==> src/rtl/bp_fe_icache_tb_pkg.sv <==
// Shared types for the icache trace driver and its checker.
//   - bp_fe_trace_state_e : driver FSM states
//   - DECLARE_BP_FE_TRACE_ENTRY_S : declares a {last, vaddr, instr} trace entry
//     struct at the caller's widths
//   - BP_FE_TRACE_ENTRY_WIDTH : bit width of one packed trace ROM word
`ifndef BP_FE_ICACHE_TB_PKG_SV
`define BP_FE_ICACHE_TB_PKG_SV

`define BP_FE_TRACE_ENTRY_WIDTH(vaddr_w, instr_w) (1 + (vaddr_w) + (instr_w))

`define DECLARE_BP_FE_TRACE_ENTRY_S(name, vaddr_w, instr_w) \
  typedef struct packed {                                   \
    logic                  last;                            \
    logic [(vaddr_w)-1:0]  vaddr;                           \
    logic [(instr_w)-1:0]  instr;                           \
  } name

package bp_fe_icache_tb_pkg;

  localparam int unsigned vaddr_width_gp = 39;
  localparam int unsigned instr_width_gp = 32;

  // Trace entry at the default widths
  `DECLARE_BP_FE_TRACE_ENTRY_S(bp_fe_trace_entry_s, vaddr_width_gp, instr_width_gp);

  typedef enum logic [1:0] {
    e_reset = 2'd0,
    e_issue = 2'd1,
    e_wait  = 2'd2,
    e_done  = 2'd3
  } bp_fe_trace_state_e;

endpackage

`endif

==> src/rtl/bp_fe_icache_trace_checker.sv <==
// Expected-value register, comparator and saturating mismatch counter.
// Ports:
//   i_clk, i_reset  : clock, synchronous active-high reset
//   i_capture       : load i_exp_instr into the expected-value register
//   i_exp_instr     : expected instruction of the request being accepted
//   i_data_v        : a response to compare against the held expectation
//   i_data          : returned instruction
//   i_spurious      : a response arrived with nothing outstanding
//   o_err_count     : mismatch + spurious count, saturates at all-ones
module bp_fe_icache_trace_checker
  import bp_fe_icache_tb_pkg::*;
#(
  parameter int instr_width_p = 32,
  parameter int err_width_p   = 16
)
(
  input  logic                     i_clk,
  input  logic                     i_reset,
  input  logic                     i_capture,
  input  logic [instr_width_p-1:0] i_exp_instr,
  input  logic                     i_data_v,
  input  logic [instr_width_p-1:0] i_data,
  input  logic                     i_spurious,
  output logic [err_width_p-1:0]   o_err_count
);

  logic [instr_width_p-1:0] r_exp_instr;
  logic [err_width_p-1:0]   r_err_count;
  logic                     w_mismatch;
  logic                     w_bump;
  logic                     w_saturated;

  assign w_mismatch  = i_data_v & (i_data != r_exp_instr);
  assign w_bump      = w_mismatch | i_spurious;
  assign w_saturated = &r_err_count;

  always_ff @(posedge i_clk) begin
    if (i_reset) begin
      r_exp_instr <= '0;
      r_err_count <= '0;
    end else begin
      if (i_capture) begin
        r_exp_instr <= i_exp_instr;
      end
      if (w_bump && !w_saturated) begin
        r_err_count <= r_err_count + 1'b1;
      end
    end
  end

  assign o_err_count = r_err_count;

endmodule

==> src/rtl/bp_fe_icache_trace_driver.sv <==
// Replays a trace ROM of fetch requests into the icache request port, one
// request outstanding at a time, and checks each returned instruction.
// Ports:
//   clk_i, reset_i  : clock, synchronous active-high reset
//   rom_addr_o      : current trace ROM index
//   rom_data_i      : combinational ROM word {last, vaddr, expected_instr}
//   fetch_v_o       : fetch request valid (held until accepted)
//   fetch_vaddr_o   : fetch address of the current ROM entry
//   fetch_ready_i   : icache accepts when high together with fetch_v_o
//   data_v_i/data_i : instruction response
//   done_o          : trace finished (normally or by timeout)
//   pass_o          : with done_o, no mismatches and no timeout
//   timeout_o       : sticky, a response took too long
//   err_count_o     : saturating mismatch count
module bp_fe_icache_trace_driver
  import bp_fe_icache_tb_pkg::*;
#(
  parameter int vaddr_width_p    = 39,
  parameter int instr_width_p    = 32,
  parameter int trace_els_p      = 64,
  parameter int timeout_cycles_p = 1024,
  parameter int err_width_p      = 16
)
(
  input  logic                                                      clk_i,
  input  logic                                                      reset_i,
  output logic [$clog2(trace_els_p)-1:0]                            rom_addr_o,
  input  logic [`BP_FE_TRACE_ENTRY_WIDTH(vaddr_width_p, instr_width_p)-1:0] rom_data_i,
  output logic                                                      fetch_v_o,
  output logic [vaddr_width_p-1:0]                                  fetch_vaddr_o,
  input  logic                                                      fetch_ready_i,
  input  logic                                                      data_v_i,
  input  logic [instr_width_p-1:0]                                  data_i,
  output logic                                                      done_o,
  output logic                                                      pass_o,
  output logic                                                      timeout_o,
  output logic [err_width_p-1:0]                                    err_count_o
);

  localparam int unsigned lg_els_lp      = $clog2(trace_els_p);
  localparam int unsigned timer_width_lp = $clog2(timeout_cycles_p) + 1;
  localparam logic [timer_width_lp-1:0] timer_max_lp =
    timer_width_lp'(timeout_cycles_p - 1);

  `DECLARE_BP_FE_TRACE_ENTRY_S(trace_entry_s, vaddr_width_p, instr_width_p);

  trace_entry_s             w_entry;
  bp_fe_trace_state_e       r_state, w_state_n;
  logic [lg_els_lp-1:0]     r_index, w_index_n;
  logic [timer_width_lp-1:0] r_timer, w_timer_n;
  logic                     r_last;
  logic                     r_timeout, w_timeout_n;
  logic                     w_capture;
  logic                     w_check;
  logic                     w_spurious;

  assign w_entry       = trace_entry_s'(rom_data_i);
  assign rom_addr_o    = r_index;
  assign fetch_vaddr_o = w_entry.vaddr;

  always_ff @(posedge clk_i) begin
    if (reset_i) begin
      r_state   <= e_reset;
      r_index   <= '0;
      r_timer   <= '0;
      r_last    <= 1'b0;
      r_timeout <= 1'b0;
    end else begin
      r_state   <= w_state_n;
      r_index   <= w_index_n;
      r_timer   <= w_timer_n;
      r_timeout <= w_timeout_n;
      if (w_capture) begin
        r_last <= w_entry.last;
      end
    end
  end

  always_comb begin
    w_state_n   = r_state;
    w_index_n   = r_index;
    w_timer_n   = '0;
    w_timeout_n = r_timeout;
    w_capture   = 1'b0;
    w_check     = 1'b0;
    w_spurious  = 1'b0;
    fetch_v_o   = 1'b0;
    done_o      = 1'b0;

    unique case (r_state)
      e_reset: begin
        // A straggling response from before reset lands here and is dropped
        w_state_n = e_issue;
      end
      e_issue: begin
        fetch_v_o  = 1'b1;
        w_spurious = data_v_i;
        if (fetch_ready_i) begin
          w_capture = 1'b1;
          w_state_n = e_wait;
        end
      end
      e_wait: begin
        w_timer_n = r_timer + 1'b1;
        // A response in the final timer cycle still counts as on time
        if (data_v_i) begin
          w_check = 1'b1;
          if (r_last || (r_index == '1)) begin
            w_state_n = e_done;
          end else begin
            w_index_n = r_index + 1'b1;
            w_state_n = e_issue;
          end
        end else if (r_timer == timer_max_lp) begin
          w_timeout_n = 1'b1;
          w_state_n   = e_done;
        end
      end
      e_done: begin
        done_o = 1'b1;
      end
      default: begin
        w_state_n = e_reset;
      end
    endcase

    // Status outputs stay quiet for the whole reset interval
    if (reset_i) begin
      fetch_v_o = 1'b0;
      done_o    = 1'b0;
    end
  end

  bp_fe_icache_trace_checker #(
    .instr_width_p(instr_width_p),
    .err_width_p  (err_width_p)
  ) u_checker (
    .i_clk      (clk_i),
    .i_reset    (reset_i),
    .i_capture  (w_capture),
    .i_exp_instr(w_entry.instr),
    .i_data_v   (w_check),
    .i_data     (data_i),
    .i_spurious (w_spurious),
    .o_err_count(err_count_o)
  );

  assign timeout_o = r_timeout;
  assign pass_o    = done_o & (err_count_o == '0) & ~r_timeout;

endmodule

==> config.mk <==
export PLATFORM = sky130hd
export DESIGN_NAME = bp_fe_icache_trace_driver
export DESIGN_NICKNAME = d
export VERILOG_FILES = /design/src/rtl/bp_fe_icache_tb_pkg.sv /design/src/rtl/bp_fe_icache_trace_checker.sv /design/src/rtl/bp_fe_icache_trace_driver.sv
export SDC_FILE = /design/constraint.sdc
export NUM_CORES = 1
export LEC_CHECK = 0
export CORE_AREA = 2 2 75 130
export CTS_CLUSTER_SIZE = 12
export DETAILED_ROUTE_END_ITERATION = 12
export DIE_AREA = 0 0 77 132
export PLACE_DENSITY = 0.79
export SLEW_MARGIN = 20
export SYNTH_ARGS = -nofsm -noshare
export SYNTH_HDL_FRONTEND = slang
export SYNTH_SLANG_ARGS = --single-unit
==> constraint.sdc <==
create_clock -name clk_i -period 2 [get_ports clk_i]
set_input_delay 0.2 -clock clk_i [delete_from_list [all_inputs] [get_ports clk_i]]
set_output_delay 0.2 -clock clk_i [all_outputs]
set_load 0.02 [all_outputs]
# Word-level counts from Yosys, hierarchy flattened
# Cells that the tools add are included.
dict set report op_classes {
  eq_ne 8
  n_bitwise 8
  n_reduce_logical 11
  mux 14
  addsub 3
}
# op count
set ops {}
lappend ops {{32-bit inequality test} 1}
lappend ops {{16-bit by 1-bit adder with 16-bit output (second input constant)} 1}
lappend ops {{16-bit logical NOT} 1}
lappend ops {{16-bit AND reduction} 1}
lappend ops {{11-bit by 1-bit adder with 11-bit output (second input constant)} 1}
lappend ops {{11-bit by 10-bit equality test with 1-bit output (second input constant)} 1}
lappend ops {{1-bit two-way mux} 9}
lappend ops {{3-bit AND reduction} 3}
lappend ops {{2-bit two-way mux} 4}
lappend ops {{6-bit by 1-bit adder with 6-bit output (second input constant)} 1}
lappend ops {{6-bit equality test (second input constant)} 1}
lappend ops {{2-bit one-hot mux with 3 select lines} 1}
lappend ops {{2-bit equality test (second input constant)} 2}
lappend ops {{1-bit NOT} 4}
lappend ops {{1-bit bitwise AND} 3}
lappend ops {{3-bit inequality test (second input constant)} 1}
lappend ops {{3-bit nonzero test} 1}
lappend ops {{2-bit by 1-bit equality test with 1-bit output (second input constant)} 1}
lappend ops {{2-bit logical NOT} 1}
lappend ops {{2-bit inequality test (second input constant)} 1}
lappend ops {{2-bit OR reduction} 1}
lappend ops {{1-bit logical AND} 1}
lappend ops {{1-bit logical NOT} 1}
lappend ops {{1-bit logical OR} 1}
lappend ops {{1-bit OR} 1}
dict set report totals {
  output_inout_bits 65
  reg_bits 69
  elab_cells 51
  inputBits 108
}

# Logic depth before layout (Yosys ltp)
dict set report logic_depth {
  depth_word 5
  mapped_depth 9
  ltp_nobuf 7
}

# Hierarchy
# From an unflattened synthesis, not the netlist that was laid out.
dict set report hier_totals {
  cells_unflattened 427
  area_unflattened_um2 3857.4
}
# module instances area_per_inst_um2 cells_each
set by_module_without_submodules {}
lappend by_module_without_submodules {bp_fe_icache_trace_checker 1 2497.4 266}
lappend by_module_without_submodules {bp_fe_icache_trace_driver 1 1360.1 161}

# Worst setup path before layout
# Ideal clock, no wire load.
dict set report synth_timing {
  path_kind {register -> register}
  startpoint {register u_checker.r_err_count[6], in the netlist u_checker.o_err_count[6]}
  endpoint {register u_checker.r_err_count[12], in the netlist u_checker.o_err_count[12]}
  period_less_slack_ns 1.932
  arrival_time_ns 1.798
  path_slack_ns 0.068
  path_stages_with_launch 7
  setup_ns 0.134
  path_cell_list {dfxtp_1 > and4_4 > and3_4 > buf_6 > nand3_2 > and3b_1 > or4_1}
}
dict set report synth_via {
  elab_chain_cells 3
  word_cells_on_any_way 4
  cone_classes {add/sub: 1; reduce/logical: 3}
}
# element line_no
set synth_rtl {}
lappend synth_rtl {{start, declared} bp_fe_icache_trace_checker.sv:28} ;# logic [err_width_p-1:0] r_err_count;
lappend synth_rtl {{start signal, assigned} bp_fe_icache_trace_checker.sv:46} ;# r_err_count <= r_err_count + 1'b1;
lappend synth_rtl {{parallel branches: the longest is 3 deep, another holds 16-bit by 1-bit adder with 16-bit output} n/a}
# Parallel ways; which one is timed is not known.
# A chain may end at the register's enable or synchronous reset.

# Final worst setup path
dict set report layout_timing {
  startpoint {register u_checker.r_exp_instr[14]}
  endpoint {register u_checker.r_err_count[5], in the netlist u_checker.o_err_count[5]}
}
dict set report layout_via {
  elab_chain_cells 4
}
# element line_no
set layout_rtl {}
lappend layout_rtl {{start, declared} bp_fe_icache_trace_checker.sv:27} ;# logic [instr_width_p-1:0] r_exp_instr;
lappend layout_rtl {{start signal, assigned} bp_fe_icache_trace_checker.sv:43} ;# r_exp_instr <= i_exp_instr;
lappend layout_rtl {{32-bit inequality test} bp_fe_icache_trace_checker.sv:33} ;# assign w_mismatch = i_data_v & (i_data != r_exp_instr);
lappend layout_rtl {{1-bit bitwise AND} bp_fe_icache_trace_checker.sv:33}
lappend layout_rtl {{1-bit OR} bp_fe_icache_trace_checker.sv:34} ;# assign w_bump = w_mismatch | i_spurious;
lappend layout_rtl {{1-bit logical AND} bp_fe_icache_trace_checker.sv:45} ;# if (w_bump && !w_saturated) begin
# No other way between the ends.

==> results.toml <==
[run_status]
outcome = "finished with violations"
failed_checks = "setup timing"

[global_routing]
antenna_found_initial = 0
grt_pass1_wl_microns = 15400
first_global_vias = 3429
overflow = 0
grtUsageTotal = 0.188
met2_usage = 0.334
use_met1 = 0.190
top_usage_layer = "met2"
use_met3 = 0.0548
grt_max_degree = 34

[power]
power.share.clock = 0.464
ir_worst_vdd_v = 0.000498
swShare = 0.226
p_switching_w = 0.000836
powerDensity_nw_per_um2 = 742
pwr-share-comb = 0.142
p_leak_nw = 1.94
seqPwrFrac = 0.394
intPower_w = 0.00287

[critical_path]
critPathMaxFanout = 10
reg2reg_slack_ns = -0.18
cp-start-kind = "flop"
crit_chain = "xor2_1 -> nor4_1 -> buf_4 -> nand4_1 -> o31ai_4 -> buf_4 -> buf_6 -> o21ai_1 -> a21oi_1"
cp.required_ns = 2.23
worstPathArrival_ns = 2.41
end_kind = "flop"
path_buf_inv = 3
critPathTopFamily = "compound AO/OA/AOI/OAI gates"
worst_path_most_repeated_cell = "buf_4"
crit_type = "flop to flop"
cpMaxStageDelayCell = "o31ai_4"
max_stage_delay_ns = 0.35

[detailed_routing]
ant_nets = 0
dr.pass1.iters = 4
num_vias = 3340
wl_per_cell_microns = 14.8
viasPerCell = 5.12
drc = 0
wl_microns = 9640
drt_iter0_markers = 89

[yosys]
synth_compound_area_frac = 0.109
synth.net_count = 561
muxShareOfSynthArea = 0.0178
synth_edf_count = 0
ys_warn_count = 0
synthArstFlopShare = 0
syn_area_sq_um = 3660
netlist_instances = 446
synth_adder_area_share = 0.0239
synth_xor_area_frac = 0.105
synth_top_family_by_area = "simple AND/OR/NAND/NOR gates"
ys.flop_type = "dfxtp_1"
yosysUniqueCellTypes = 43
ys_ff_latch = 69
yosys.area_share.simple = 0.235
synth.avg_cell_area_sq_um = 8.21
ys_seq_area_frac = 0.377

[timing]
hold_viol = 0
whs_ns = 0.210
period_needed_ns = 2.18
tns_ns = -1.11
slew_headroom = 0.670
fmax_ghz = 0.458
worstMarginPinSlew_ns = 0.489
fin_ws_ns = -0.184
finalCritPeriodShare = 1.09
finalMaxSlewViolations = 0
setup_violations = 16
rsz0062_at_grt = "yes"
final.setup_skew_ns = 0.00641

[cts]
clockBufferDepth = 2
insertion_delay_ns = 0.32
ctsHoldBuffers = 0
cts_made_buffers = 9
cts_tree = "done"
cts.clk_slew.worst_paths_ns = 0.06
htree_levels = 3
clock_sinks = 69
cts_root_buffer = "clkbuf_16"

[finish]
layout.nets = 642
nFillCells = 798
areaGrowthSynthToFinish_pct = 36.6
num_antenna_cells = 0
instances_no_fill = 652
drive_above_1_share = 0.143

[floorplanning]
io_pins = 173
core_sq_um = 9090
rows = 46
start_util = 0.402
die_h_microns = 132
die_area_sq_um = 10200
die_x_microns = 77

[place]
dp.cells = 632
hpwl_microns = 7060
gp_congestion = 0.787
portBuffers = 94
pre_cts_ws_ns = -0.430

[flow_run]
drv_cap = 0

[worst_hold_path]
hold_class = "input pin to flop"
-- final cells by class --
class / count / area (sq um) / share of cell area
multi-input combinational: 304 / 1850 / 0.370
sequential: 69 / 1380 / 0.277
timing repair buffer: 131 / 1240 / 0.249
clock buffer: 13 / 260 / 0.0521
tap: 120 / 150 / 0.0300
clock inverter: 3 / 67.6 / 0.0135
inverter: 12 / 45.0 / 0.00901
-- placed cells by master (no fill, tap or decap), types with 4 or more instances in the layout --
cell	instances
clkdlybuf4s50_1	90
nand2_1	78
dfxtp_1	67
a21oi_1	47
xor2_1	39
buf_4	33
nor2_1	28
inv_1	12
nor4_1	10
nand3_1	10
clkbuf_16	10
o21ai_1	9
or3_1	8
nand4_1	7
ha_1	7
nor2b_1	5
and3_1	5
nor3_1	5
xnor2_1	4
o31ai_1	4
o21ai_0	4
nor4_2	4
or4_1	4
mux2_2	4
-- stage by stage --
step                      area, sq um   util  total power (W)
after floorplan                  3660      -          0.00185
after global placement           4580  0.504          0.00196
after detailed placement         4580  0.504          0.00197
after CTS                        4940  0.543          0.00371
after global routing             5000  0.550          0.00386
final                            5000  0.550          0.00371
-- cell families (layout without fill, tap and decap cells) --
family / after synthesis / in the layout
AOI/OAI and AO/OA: 70 / 70
xor gates and xnor gates: 44 / 44
adders and majority gates: 7 / 7
buffers and inverters: 73 / 159
DFF: 69 / 69
muxes: 6 / 6
and+or+nand+nor: 177 / 177
-- final timing paths --
check                                               start                  endpoint  cells after the start
worst max-delay path            u_checker.r_exp_instr[14]  u_checker.o_err_count[5]                      9
worst min-delay path                              reset_i  u_checker.r_exp_instr[5]                      2
worst max register to register  u_checker.r_exp_instr[14]  u_checker.o_err_count[5]                      9
worst min register to register                 r_timer[0]                r_timer[0]                      1
-- sequential cells by signal, summed over array words and instances (netlist names) --
register and count:
u_checker.o_err_count 16, u_checker.r_exp_instr 32, timeout_o 1, r_last 1
r_timer 11, rom_addr_o 6, r_state 2
-- synthesized netlist by cell type (6+ instances only) --
library cell  count  area (sq um)
inv_1            12          45.0
clkbuf_1         14          52.6
dfxtp_1          69          1380
or3_1             8          50.1
ha_1              7          87.6
xor2_1           39           342
nand3_1          10          50.1
o21ai_0           7          35.0
nand4_1           7          43.8
nor4_1           14          87.6
a21oi_1          47           235
nand2_1          78           293
nor2_1           28           105
o21ai_1           6          30.0
buf_4            39           293
-- metal layers --
metal / vias to the layer above / wire, microns
li1: 1627 / -
met4: 0 / 427
met1: 1541 / 3730
met2: 129 / 4790
met3: 43 / 689
met5: - / 0
-- timing repair --
action / 4_1_cts / 5_1_grt
cloned: 0 / 2
setup endpoints to repair: 19 / 33
resized for setup: 10 / 10
setup buffers: 0 / 2
pin swaps: 3 / 1
-- power groups by stage --
stage	Sequential, W	Combinational (W)	Clock (W)
floorplan	0.00149	0.000357	0
global placement	0.00149	0.000473	0
detailed placement	0.00149	0.000484	0
CTS	0.00146	0.000497	0.00175
global route	0.00146	0.000573	0.00182
finish	0.00146	0.000525	0.00172
Power figures use the tool's default switching activity.
